--- src/rtl/clk_gen_pkg.sv ---
// Shared definitions for the oscillator-driven clock divider: FSM state encoding
// and the default divide-value width.
package clk_gen_pkg;

    localparam int WIDTH_DEFAULT = 8;

    typedef enum logic [1:0] {
        ST_STOP  = 2'd0,
        ST_RUN   = 2'd1,
        ST_DRAIN = 2'd2
    } state_t;

endpackage

--- src/rtl/clk_gen_ds_cfg_slot.sv ---
// Single-entry valid/ready holding register for a new divide value.
// The divider FSM empties it with load_i when the value is taken into use.
module clk_gen_ds_cfg_slot #(
    parameter int WIDTH_P = 8
) (
    input  logic               clk_i,
    input  logic               reset_n_i,
    input  logic               cfg_v_i,
    input  logic [WIDTH_P-1:0] cfg_val_i,
    input  logic               load_i,
    output logic               cfg_ready_o,
    output logic               pending_o,
    output logic [WIDTH_P-1:0] pending_val_o
);

    logic               full_reg;
    logic [WIDTH_P-1:0] data_reg;

    // A full slot refuses new writes; load_i only ever arrives while full.
    always_ff @(posedge clk_i or negedge reset_n_i) begin
        if (!reset_n_i) begin
            full_reg <= 1'b0;
            data_reg <= '0;
        end else if (cfg_v_i && !full_reg) begin
            full_reg <= 1'b1;
            data_reg <= cfg_val_i;
        end else if (load_i) begin
            full_reg <= 1'b0;
        end
    end

    assign cfg_ready_o   = ~full_reg;
    assign pending_o     = full_reg;
    assign pending_val_o = data_reg;

endmodule

--- src/rtl/clk_gen_downsampler.sv ---
// Glitch-free programmable divider: clk_o period = 2*(cfg_val_o+1) clk_i cycles.
// Define CLK_GEN_DS_STATS_EN to add the periods_o counter of completed clk_o periods.
module clk_gen_downsampler
    import clk_gen_pkg::*;
#(
    parameter int                 WIDTH_P     = WIDTH_DEFAULT,
    parameter logic [WIDTH_P-1:0] RESET_VAL_P = '0
`ifdef CLK_GEN_DS_STATS_EN
   ,parameter int                 STATS_WIDTH_P = 16
`endif
) (
    input  logic               clk_i,
    input  logic               reset_n_i,
    input  logic               en_i,
    input  logic               cfg_v_i,
    input  logic [WIDTH_P-1:0] cfg_val_i,
    output logic               cfg_ready_o,
    output logic [WIDTH_P-1:0] cfg_val_o,
    output logic               clk_o
`ifdef CLK_GEN_DS_STATS_EN
   ,output logic [STATS_WIDTH_P-1:0] periods_o
`endif
);

    state_t             state_reg, state_next;
    logic [WIDTH_P-1:0] ctr_reg, ctr_next;
    logic [WIDTH_P-1:0] val_reg, val_next;
    logic               clk_reg, clk_next;
    logic               fall;
    logic               load;
    logic               pending;
    logic [WIDTH_P-1:0] pending_val;
    logic               match;

    clk_gen_ds_cfg_slot #(.WIDTH_P(WIDTH_P)) u_slot (
        .clk_i         (clk_i),
        .reset_n_i     (reset_n_i),
        .cfg_v_i       (cfg_v_i),
        .cfg_val_i     (cfg_val_i),
        .load_i        (load),
        .cfg_ready_o   (cfg_ready_o),
        .pending_o     (pending),
        .pending_val_o (pending_val)
    );

    assign match = (ctr_reg == val_reg);

    always_comb begin
        state_next = state_reg;
        ctr_next   = ctr_reg;
        clk_next   = clk_reg;
        fall       = 1'b0;
        case (state_reg)
            ST_STOP: begin
                ctr_next = '0;
                clk_next = 1'b0;
                if (en_i) state_next = ST_RUN;
            end
            ST_RUN: begin
                if (!en_i && !clk_reg) begin
                    // Stopping in the low phase: never start a truncated high pulse.
                    state_next = ST_STOP;
                    ctr_next   = '0;
                end else if (match) begin
                    clk_next = ~clk_reg;
                    ctr_next = '0;
                    if (clk_reg) begin
                        fall = 1'b1;
                        if (!en_i) state_next = ST_STOP;
                    end
                end else begin
                    ctr_next = ctr_reg + 1'b1;
                    if (!en_i) state_next = ST_DRAIN;
                end
            end
            ST_DRAIN: begin
                if (match) begin
                    clk_next   = 1'b0;
                    ctr_next   = '0;
                    fall       = 1'b1;
                    state_next = en_i ? ST_RUN : ST_STOP;
                end else begin
                    ctr_next = ctr_reg + 1'b1;
                end
            end
            default: begin
                state_next = ST_STOP;
                ctr_next   = '0;
                clk_next   = 1'b0;
            end
        endcase
    end

    // New values only take over at the start of a low phase, so periods never mix values.
    assign load     = pending && (fall || (state_reg == ST_STOP));
    assign val_next = load ? pending_val : val_reg;

    always_ff @(posedge clk_i or negedge reset_n_i) begin
        if (!reset_n_i) begin
            state_reg <= ST_STOP;
            ctr_reg   <= '0;
            val_reg   <= RESET_VAL_P;
            clk_reg   <= 1'b0;
        end else begin
            state_reg <= state_next;
            ctr_reg   <= ctr_next;
            val_reg   <= val_next;
            clk_reg   <= clk_next;
        end
    end

    assign clk_o     = clk_reg;
    assign cfg_val_o = val_reg;

`ifdef CLK_GEN_DS_STATS_EN
    logic [STATS_WIDTH_P-1:0] periods_reg;

    always_ff @(posedge clk_i or negedge reset_n_i) begin
        if (!reset_n_i) begin
            periods_reg <= '0;
        end else if (fall) begin
            periods_reg <= periods_reg + 1'b1;
        end
    end

    assign periods_o = periods_reg;
`endif

endmodule
--- config.mk ---
export PLATFORM = sky130hd
export DESIGN_NAME = clk_gen_downsampler
export DESIGN_NICKNAME = d
export VERILOG_FILES = /design/src/rtl/clk_gen_pkg.sv /design/src/rtl/clk_gen_ds_cfg_slot.sv /design/src/rtl/clk_gen_downsampler.sv
export SDC_FILE = /design/constraint.sdc
export NUM_CORES = 1
export LEC_CHECK = 0
export BUFFER_PORTS_ARGS = -buffer_cell sky130_fd_sc_hd__buf_2
export CAP_MARGIN = 20
export CORE_UTILIZATION = 40
export CTS_BUF_LIST = sky130_fd_sc_hd__clkbuf_2
export DETAILED_ROUTE_END_ITERATION = 6
export PLACE_DENSITY = 0.7
export SLEW_MARGIN = 20
export SYNTH_ARGS = -nofsm -noshare
export SYNTH_HDL_FRONTEND = slang
export SYNTH_HIERARCHICAL = 1
export SYNTH_SLANG_ARGS = --single-unit
--- constraint.sdc ---
create_clock -name clk_i -period 3.3 [get_ports clk_i]
set_input_delay 0.495 -clock clk_i [delete_from_list [all_inputs] [get_ports clk_i]]
set_output_delay 0.495 -clock clk_i [all_outputs]
set_load 0.05 [all_outputs]
==> results.ini <==
[logic_synthesis]
yosys_register_bits=28
syn_area_um2=1350
seq_area_frac_synth=0.518
ys_types=26
yosys_warnings=6
synthTopCellsByArea=dfrtp_1, mux2_4, mux2_2
synthesis.nets=123
syn_area_per_cell_um2=12.8
syn_inst=106
synth_area_leader_cell=dfrtp_1
synthDominantCellAreaShare=0.518

[hold_path]
hold_class=primary input to async pin

[power_and_ir_drop]
pwr-share-seq=0.396
power_density_nw_per_um2=923
design_power_total_mw=1.42
pwr-share-clk=0.139
total_leakage_power_nw=0.706
comb_power_share=0.464
vdd_ir_drop_max_v=0.000495
swShare=0.401
p_switching_uw=571
internal_power_uw=851

[layout]
multi_input_area_um2=619
register_area_um2=701
final-instance-count-excl-fill=173
fin_nets=147
drive_gt1_frac=0.357
syn2layout_area_growth_pct=13.8
nFillCells=302
diodes=0

[placed_design]
gp_congestion=0.826
post-place-cells=169
dp_hpwl_mm=1.71
numPortBuffers=21

[die]
core_area_um2=3130
die_w_um=60.2
start_util=0.433
fp.dieH_um=60.2
core.rowCount=20
die_area_um2=3620
io_pins=22

[timing]
setup_viol=0
finalSetupTns_ns=0
rsz0062_at_grt=false
worst_pin_slew_ns=1.05
layout_min_cycle_time_ns=2.04
min_period_over_period=0.617
slew_headroom=0.296
finalMaxSlewViolations=0
hold_viol_final=0
fmax_mhz=491
skew_ns=0.00660

[clock_network]
clockBufferDepth=2
clkTransAtPathRegs_ns=0.24
clock_latency_ns=0.34
cts_root_buffer=clkbuf_2
htree_levels=1
cts_tree=built
post-cts-setup-buffer-count=0
numCtsBuffers=3
cts.sinks=28
cts-resized-gates=0
ctsHoldBuffers=0

[critical_path]
startpoint_type=flip-flop
arrival_ns=2.30
cp.required_ns=3.57
worstSetupPathType=flip-flop to flip-flop
cpMaxStageDelayCell=dfrtp_1
crit_family=flip-flops
cp_num_buf_inv=1
endpoint_kind=flip-flop
cp_cell_sequence=inv_1 -> ha_1 -> a21oi_1 -> nor4b_1 -> o21a_1 -> mux2_2
max_stage_delay_ns=0.47
path_max_fanout=9

[grt]
grt.total_usage=0.156
first_global_vias=884
antenna_found_initial=0
grt_overflow=0
grt_pass1_wl_mm=4.10
grt_max_degree=29

[drt]
dr.pass1.iters=3
vias_per_cell=4.88
vias=845
initialDrtViolationCount=30
wire_per_inst_um=13.0
wirelength_mm=2.25
antenna_left=0
drc=0

[run_status]
status=finished clean

[job]
maxCapViolCount=0

[worst paths after layout]
check,start,to,slack [ns],cells past startpoint
worst max-delay path,state_reg[1],cfg_val_o[4],1.26,6
worst min-delay path,reset_n_i,u_slot/pending_val_o[2],0.11,1
worst max register to register,state_reg[1],cfg_val_o[4],1.26,6
worst min register to register,u_slot/pending_val_o[2],u_slot/pending_val_o[2],0.54,1
max in group asynchronous,reset_n_i,ctr_reg[5],2.81,1
min in group clk_i,cfg_val_i[6],u_slot/pending_val_o[6],0.35,2
[worst register-to-register path, stage by stage, from the launching register on]
cell and delay, ns:
dfrtp_1 0.47, inv_1 0.10, ha_1 0.27, a21oi_1 0.10
nor4b_1 0.28, o21a_1 0.37, mux2_2 0.38
[layout make-up]
| type | count | share of cell area |
|---|---|---|
| inverters | 4 | 0.00975 |
| flip-flops and latches | 28 | 0.455 |
| clock buffers | 3 | 0.00975 |
| repair buffers | 21 | 0.0682 |
| clock inverters | 1 | 0.0195 |
| multi-input cells | 72 | 0.402 |
| well taps | 44 | 0.0357 |
[per-stage QoR]
| step | worst slack, ns | area, µm² | utilization | hold slack [ns] |
|---|---|---|---|---|
| finish | 1.26 | 1540 | 0.492 | 0.107 |
| CTS | 1.25 | 1540 | 0.492 | 0.109 |
| global route | 1.04 | 1540 | 0.492 | 0.0964 |
| floorplan | 1.32 | 1350 | - | 0.199 |
| global placement | 1.33 | 1500 | 0.478 | 0.494 |
| detailed placement | 1.27 | 1500 | 0.478 | 0.492 |
[Yosys cell counts]
| cell | count |
|---|---|
| a21oi_1 | 2 |
| a221o_2 | 1 |
| a32o_2 | 1 |
| and3_1 | 1 |
| and3_2 | 1 |
| buf_4 | 1 |
| buf_6 | 1 |
| dfrtp_1 | 28 |
| ha_1 | 5 |
| inv_1 | 4 |
| mux2_2 | 8 |
| mux2_4 | 9 |
| nand2_1 | 2 |
| nand3_1 | 5 |
| nand4_1 | 2 |
| nor2_1 | 10 |
| nor2b_1 | 2 |
| nor3_1 | 1 |
| nor4b_1 | 1 |
| o211ai_1 | 2 |
| o21a_1 | 2 |
| o21bai_1 | 1 |
| o31ai_1 | 1 |
| or2_4 | 1 |
| xnor2_1 | 9 |
| xor2_1 | 5 |
[kinds of logic after synthesis]
group,share of synthesized area
mux,0.166
fa+ha+maj,0.0462
xor+xnor,0.0906
flops,0.518
simple gates,0.0970
buf+inv,0.0250
compound gates,0.0573
[cell usage in the layout (no fill, tap or decap), drive strengths merged]
cell type / n
dfrtp: 28
buf: 21
mux2: 17
nor2: 10
xnor2: 9
nand3: 5
xor2: 5
ha: 5
inv: 4
clkbuf: 3
o21a: 2
nand4: 2
o211ai: 2
a21oi: 2
nand2: 2
nor2b: 2
and3: 2
or2: 1
nor4b: 1
o31ai: 1
a221o: 1
nor3: 1
a32o: 1
bufinv: 1
o21bai: 1
[routing by layer]
metal / up-vias / GRT usage / part of all wire / routed length (µm)
li1: 412 / - / - / -
met1: 409 / 0.199 / 0.45 / 1010
met2: 20 / 0.253 / 0.49 / 1100
met3: 4 / 0.0519 / 0.047 / 105
met4: 0 / 0.0399 / 0.016 / 35
met5: - / 0 / 0 / 0
[power groups by stage]
stage               combinational (mW)  sequential, mW  clock [mW]
CTS                              0.668           0.568       0.206
global route                     0.726           0.585       0.221
floorplan                        0.379           0.724           0
detailed placement               0.666           0.575           0
global placement                 0.647           0.573           0
finish                           0.660           0.564       0.198
Note: power is estimated with default switching activity, not from simulation.
